===== config.mk =====
export PLATFORM = sky130hd
export DESIGN_NAME = ex_mem_skid_reg
export DESIGN_NICKNAME = d
export VERILOG_FILES = /design/src/rtl/ex_mem_skid_reg.sv
export SDC_FILE = /design/constraint.sdc
export NUM_CORES = 1
export LEC_CHECK = 0
export CAP_MARGIN = 10
export CORE_UTILIZATION = 53
export DETAILED_ROUTE_END_ITERATION = 10
export PLACE_DENSITY = 0.86
export SLEW_MARGIN = 5
export SYNTH_ARGS = -nofsm -noshare
export SYNTH_HDL_FRONTEND = slang
export SYNTH_SLANG_ARGS = --single-unit

===== constraint.sdc =====
create_clock -name clock -period 3.85 [get_ports clock]
set_clock_uncertainty 0.15 [all_clocks]
set_input_delay 0.5775 -clock clock [delete_from_list [all_inputs] [get_ports clock]]
set_output_delay 0.5775 -clock clock [all_outputs]
set_load 0.005 [all_outputs]

===== src/rtl/ex_mem_skid_reg.sv =====
// EX/MEM pipeline register with a two-entry skid buffer, flush, store-data alignment
// and a saturating memory-side stall counter. ex_ready is registered.
module ex_mem_skid_reg #(
  parameter int unsigned CORE         = 0,
  parameter int unsigned DATA_WIDTH   = 32,
  parameter int unsigned ADDRESS_BITS = 20,
  parameter int unsigned REG_BITS     = 5,
  parameter int unsigned CNT_WIDTH    = 16,
  localparam int unsigned BE_W        = DATA_WIDTH / 8,
  localparam int unsigned OFF_W       = $clog2(BE_W)
) (
  input  logic                    clock,
  input  logic                    reset,
  input  logic                    flush,

  input  logic                    ex_valid,
  output logic                    ex_ready,
  input  logic                    ex_memRead,
  input  logic                    ex_memWrite,
  input  logic                    ex_regWrite,
  input  logic [1:0]              ex_size,
  input  logic [DATA_WIDTH-1:0]   ex_ALU_result,
  input  logic [DATA_WIDTH-1:0]   ex_rs2_data,
  input  logic [REG_BITS-1:0]     ex_rd,

  output logic                    mem_valid,
  input  logic                    mem_ready,
  output logic                    mem_load,
  output logic                    mem_store,
  output logic                    mem_regWrite,
  output logic [DATA_WIDTH-1:0]   mem_ALU_result,
  output logic [ADDRESS_BITS-1:0] mem_address,
  output logic [DATA_WIDTH-1:0]   mem_store_data,
  output logic [BE_W-1:0]         mem_byte_en,
  output logic                    mem_misaligned,
  output logic [REG_BITS-1:0]     mem_rd,
  output logic [CNT_WIDTH-1:0]    stall_count
);

  localparam bit NoDouble = (DATA_WIDTH == 32);

  typedef struct packed {
    logic                  load;
    logic                  store;
    logic                  regw;
    logic [DATA_WIDTH-1:0] alu;
    logic [DATA_WIDTH-1:0] sdata;
    logic [BE_W-1:0]       be;
    logic                  mis;
    logic [REG_BITS-1:0]   rd;
  } entry_t;

  logic unused_core;
  assign unused_core = ^CORE;

  // ---------------------------------------------------------------------------
  // Capture-time alignment of the incoming EX entry
  // ---------------------------------------------------------------------------
  logic [OFF_W-1:0]  off;
  logic [3:0]        nbytes;
  logic [OFF_W-1:0]  align_mask;
  logic [7:0]        lane_mask;
  logic [BE_W+7:0]   be_shift;
  logic              cap_mis;
  entry_t            cap;

  always_comb begin
    off        = ex_ALU_result[OFF_W-1:0];
    nbytes     = 4'd1 << ex_size;
    align_mask = OFF_W'(nbytes - 4'd1);
    unique case (ex_size)
      2'b00:   lane_mask = 8'h01;
      2'b01:   lane_mask = 8'h03;
      2'b10:   lane_mask = 8'h0F;
      default: lane_mask = 8'hFF;
    endcase
    be_shift = (BE_W + 8)'(lane_mask) << off;
    // Double-word accesses do not exist on a 32-bit datapath.
    cap_mis  = (|(off & align_mask)) | ((ex_size == 2'b11) & NoDouble);

    cap       = '0;
    cap.load  = ex_memRead;
    cap.store = ex_memWrite;
    cap.regw  = ex_regWrite;
    cap.alu   = ex_ALU_result;
    cap.sdata = ex_rs2_data << {off, 3'b000};
    cap.be    = ((ex_memRead | ex_memWrite) & ~cap_mis) ? be_shift[BE_W-1:0] : '0;
    cap.mis   = cap_mis;
    cap.rd    = ex_rd;
  end

  // ---------------------------------------------------------------------------
  // Output / skid storage and flow control
  // ---------------------------------------------------------------------------
  entry_t               out_q, out_d;
  entry_t               skid_q, skid_d;
  logic                 out_valid_q, out_valid_d;
  logic                 skid_valid_q, skid_valid_d;
  logic                 ready_q, ready_d;
  logic [CNT_WIDTH-1:0] stall_q, stall_d;

  logic accept;
  logic consume;

  assign accept  = ex_valid & ready_q;
  assign consume = out_valid_q & mem_ready;

  always_comb begin
    out_d        = out_q;
    skid_d       = skid_q;
    out_valid_d  = out_valid_q;
    skid_valid_d = skid_valid_q;

    if (flush) begin
      out_d        = '0;
      out_valid_d  = 1'b0;
      skid_valid_d = 1'b0;
    end else begin
      case ({out_valid_q, skid_valid_q})
        2'b00: begin
          if (accept) begin
            out_d       = cap;
            out_valid_d = 1'b1;
          end
        end
        2'b10: begin
          if (consume && accept) begin
            out_d = cap;
          end else if (consume) begin
            // Clearing the entry keeps control outputs low while empty.
            out_d       = '0;
            out_valid_d = 1'b0;
          end else if (accept) begin
            skid_d       = cap;
            skid_valid_d = 1'b1;
          end
        end
        2'b11: begin
          if (consume) begin
            out_d        = skid_q;
            skid_valid_d = 1'b0;
          end
        end
        default: begin
          out_d        = '0;
          out_valid_d  = 1'b0;
          skid_valid_d = 1'b0;
        end
      endcase
    end

    ready_d = ~(out_valid_d & skid_valid_d);
  end

  always_comb begin
    stall_d = stall_q;
    if (out_valid_q && !mem_ready && !(&stall_q)) begin
      stall_d = stall_q + CNT_WIDTH'(1);
    end
  end

  always_ff @(posedge clock) begin
    if (reset) begin
      out_q        <= '0;
      skid_q       <= '0;
      out_valid_q  <= 1'b0;
      skid_valid_q <= 1'b0;
      ready_q      <= 1'b1;
      stall_q      <= '0;
    end else begin
      out_q        <= out_d;
      skid_q       <= skid_d;
      out_valid_q  <= out_valid_d;
      skid_valid_q <= skid_valid_d;
      ready_q      <= ready_d;
      stall_q      <= stall_d;
    end
  end

  assign ex_ready       = ready_q;
  assign mem_valid      = out_valid_q;
  assign mem_load       = out_q.load;
  assign mem_store      = out_q.store;
  assign mem_regWrite   = out_q.regw;
  assign mem_ALU_result = out_q.alu;
  assign mem_address    = out_q.alu[ADDRESS_BITS-1:0];
  assign mem_store_data = out_q.sdata;
  assign mem_byte_en    = out_q.be;
  assign mem_misaligned = out_q.mis;
  assign mem_rd         = out_q.rd;
  assign stall_count    = stall_q;

endmodule


# After elaboration in Yosys (flattened, before gate mapping)
# Cells that the tools add are included.
[word_totals]
regBits = 173
in_bits = 79
out_inout_bits = 115
elab_cells = 75
[classes]
add_sub_neg = 2
n_eq_ne = 8
shift = 3
mux = 18
n_bitwise = 12
reduce_logical = 12
[op_table]
columns = ["operator", "n"]
rows = [
  ["two-way mux 77 bit", 4],
  ["one-hot mux 77 bit (3 select lines)", 1],
  ["<< shifter 32 x 5 -> 32 bit", 1],
  ["one-hot mux 8 bit (3 select lines)", 1],
  ["adder 16 x 1 -> 16 bit, second input constant", 1],
  ["AND reduction 16 bit", 1],
  ["two-way mux 1 bit", 9],
  ["equality test 2 bit, second input constant", 4],
  ["<< shifter 8 x 2 -> 4 bit", 1],
  ["one-hot mux 1 bit (3 select lines)", 2],
  ["NOT 1 bit", 5],
  ["AND reduction 5 bit", 1],
  ["AND 1 bit", 4],
  ["zero test 2 bit", 2],
  ["two-way mux 4 bit", 1],
  ["!= test 2 bit, second input constant", 2],
  ["OR reduction 2 bit", 2],
  ["logical AND 1 bit", 3],
  ["!= test 3 bit, second input constant", 1],
  ["AND reduction 3 bit", 1],
  ["AND 2 bit", 1],
  ["equality test 2 x 1 -> 1 bit, second input constant", 1],
  ["zero test 1 bit", 2],
  ["OR 1 bit", 2],
  ["2 further kinds", 2],
]

# Depth between registers and ports, before layout
[depth]
word_depth = 10
depth_mapped = 7
depth_no_buf = 5

# Least setup slack after synthesis
# Ideal clock, no wire load.
[synth_path]
kind = "input -> register"
from = "input port mem_ready"
to = "register skid_q[6] in the netlist's numbering"
setup_time_ps = 70
arrival_time_ps = 1940
required_time_ps = 3630
setup_slack_ps = 1690
stages = 5
n_path_buf = 1
cell_sequence = "nand2b_2 or4_1 buf_2 or4b_1 a21oi_1"
[synth_between]
elab_chain_cells = 4
word_cells_on_any_way = 5
classes_between = "3 x bitwise; 2 x reduce/logical"
[synth_lines]
columns = ["item", "line_no", "rtl"]
rows = [
  ["start: declaration", "27", "input logic mem_ready,"],
  ["AND 1 bit (*)", "106", "assign consume = out_valid_q & mem_ready;"],
  ["logical AND 1 bit", "127", "if (consume && accept) begin"],
  ["NOT 1 bit (no source line)", "-", ""],
  ["AND reduction 5 bit (no source line) (*)", "-", ""],
  ["end signal: assignment", "172", "skid_q <= skid_d;"],
  ["end: declaration", "96", "entry_t skid_q, skid_d;"],
]
# Every way passes the cells marked *; elsewhere a longest branch is shown, timed or not.
# A chain may end at the register's enable or synchronous reset.

# Final worst setup path
[layout_path]
from = "input port mem_ready"
to = "register skid_q[12] in the netlist's numbering"
# Same word-level chain as after synthesis.

==> impl_metrics.toml <==
[run_status]
status = "finished, final reports clean"

[power]
pwr-share-comb = 0.099
leakage_nw = 3.38
power_frac_seq = 0.458
p_sw_mw = 0.934
pwr-share-clk = 0.443
p_per_area_mw_per_mm2 = 408
vdd_ir_drop_max_uv = 275
swShare = 0.232
internal-power_mw = 3.09

[worst_setup_path]
worst-path-max-fanout = 70
cpPeakStageDelay_ns = 0.71
cp_data_arrival_time_ns = 2.84
cp-start-kind = "input port"
crit_type = "input port to register"
worstPathRequired_ns = 3.97
crit_family = "simple AND/OR/NAND/NOR gates"
setup.worst_path.end_class = "register"
cp_num_buf_inv = 2
crit_path_top_delay_cell = "or4_2"
crit_chain = "clkdlybuf4s50_1 > nand2b_2 > or4_2 > buf_4 > nand2_1 > a21oi_1"

[clocking]
cts_max_path_buffers = 2
cts_tree = "yes"
htree_num_levels = 4
clk_latency_ns = 0.43
clk_pin_slew_ns = 0.06
cts_made_buffers = 17
cts_post_setup_buffers_inserted = 0
ctsResizeCount = 0
holdBufCountCts = 0
cts.sinks = 173
cts_root_buffer = "clkbuf_16"

[die]
fp-row-count = 42
io_pins = 194
initial_core_util = 0.550
die_h_um = 120
die_width_um = 120
dieArea_mm2 = 0.0144
core_mm2 = 0.0135

[sta]
setup_viol = 0
clock.fmax_mhz = 368
hold_viol = 0
relSlewSlack = 0.432
post-route-period-util = 0.706
rsz0062_at_grt = "false"
tightestPinTransition_ns = 0.852
fin_crit_ns = 2.72
slew_viol_final = 0
timing.setup.tns_ns = 0

[final_layout]
n_fill_cell = 1034
area_delta_synth_final_pct = 33.2
diodes = 0
layout-drive-gt1-share = 0.0637
multi_input_area_mm2 = 0.00348
fin_nets = 1071
seqCellArea_mm2 = 0.00346
layout_commonest_cell = "clkdlybuf4s50_1"
final_cell_mix = "clkdlybuf4s50_1, dfxtp_1, nand2_1"
final_cell_count_no_fill = 1180

[synth]
synth-adder-area-share = 0.00169
synth-seq-cells = 173
synth_cell_type_count = 48
synth_edf_count = 0
synth_top_family_by_area = "compound AO/OA/AOI/OAI gates"
synthCells = 860
synth-compound-area-share = 0.255
synth_area_per_cell_um2 = 8.60
synth-simple-area-share = 0.162
yosys_warnings = 0
synth_area_mm2 = 0.00740
synth_xor_area_frac = 0.00118
synth.area.mux_share = 0.0477
syn_nets = 940
ys_seq_area_frac = 0.468
synth_flop_cell = "dfxtp_1"
synthArstFlopShare = 0

[placed_design]
io_buffers = 193
hpwlAfterDp_um = 13300
gp_congestion = 0.851
dp_cells = 1148

[detailed_routing]
vias_per_cell = 5.96
ant_nets = 0
routed_wl_um = 21000
dr.pass1.iters = 5
num_vias = 7038
wl_per_cell_um = 17.8
drtIter0Drc = 705
drc = 0

[run]
drv_cap = 0

[global_routing]
globalRoute.totalOverflow = 0
antenna_found_initial = 0
grt_pass1_wl_um = 33400
grt_usage = 0.292
grt_max_degree = 75
grt_pass1_vias = 6589

[worst_hold_path]
hold_path_class = "register to register"
-- power groups by stage --
stage               Clock, mW  Combinational [mW]  Sequential (mW)
floorplan                   0               0.188             1.88
global placement            0               0.387             1.88
detailed placement          0               0.392             1.88
CTS                      1.79               0.395             1.84
global route             1.86               0.427             1.84
finish                   1.78               0.398             1.84
-- state kept, by name (all words and copies together) (netlist names), 4 cells and up --
| signal | flops |
|---|---|
| stall_count | 16 |
| skid_q | 77 |
| mem_ALU_result | 32 |
| mem_byte_en | 4 |
| mem_rd | 5 |
| mem_store_data | 32 |
-- final timing paths --
path	start	end	slack (ns)	cells after the start
max	mem_ready	skid_q[12]	1.13	6
min	skid_q[34]	mem_store_data[24]	0.30	2
max reg2reg	mem_valid	skid_q[12]	1.45	5
min reg2reg	skid_q[34]	mem_store_data[24]	0.30	2
-- worst min-delay path: stages, from the launching register on --
cell and delay (ns):
dfxtp_1 0.31, nand2_1 0.05, a21oi_1 0.05
-- Yosys cell counts (6+ instances only) --
library cell	instances	share of area
mux2i_1	33	0.045
buf_4	20	0.020
a21oi_1	108	0.073
buf_1	6	0.0030
clkbuf_1	58	0.029
nand3_1	25	0.017
dfxtp_1	173	0.47
a22oi_1	76	0.077
o2bb2ai_1	58	0.069
buf_2	14	0.0095
a211oi_1	13	0.013
nand2_1	156	0.079
nor3_1	13	0.0088
nor2_1	36	0.018
-- final cells by class --
cell class,count,share of cell area
clock buffers,22,0.0481
well taps,176,0.0223
flip-flops and latches,173,0.351
inverters,5,0.00190
multi-input cells,584,0.354
clock inverters,10,0.0140
repair buffers,210,0.209
-- stage by stage --
stage | power [mW] | cell area, um^2 | hold slack (ns) | setup slack, ns | util
2_1_floorplan | 2.07 | 7400 | 0.282 | 1.69 | -
3_3_place_gp | 2.27 | 9240 | 0.289 | 0.829 | 0.687
3_5_place_dp | 2.27 | 9240 | 0.294 | 0.733 | 0.687
4_1_cts | 4.03 | 9860 | 0.302 | 1.13 | 0.733
5_1_grt | 4.14 | 9860 | 0.315 | 1.03 | 0.733
6_report | 4.02 | 9860 | 0.301 | 1.13 | 0.733
-- kinds of logic (layout without fill, tap and decap cells) --
group / Yosys count / count (layout)
compound gates: 278 / 278
xor+xnor: 1 / 1
fa+ha+maj: 1 / 1
buf+inv: 103 / 247
flops: 173 / 173
mux: 35 / 35
simple gates: 269 / 269
-- layer usage --
metal	global-route usage	up-vias	part of all wire
met5	0	-	0
met4	0.125	0	0.027
met3	0.0632	45	0.064
met2	0.472	299	0.48
met1	0.374	3348	0.43
li1	-	3346	-
Power figures use the tool's default switching activity.
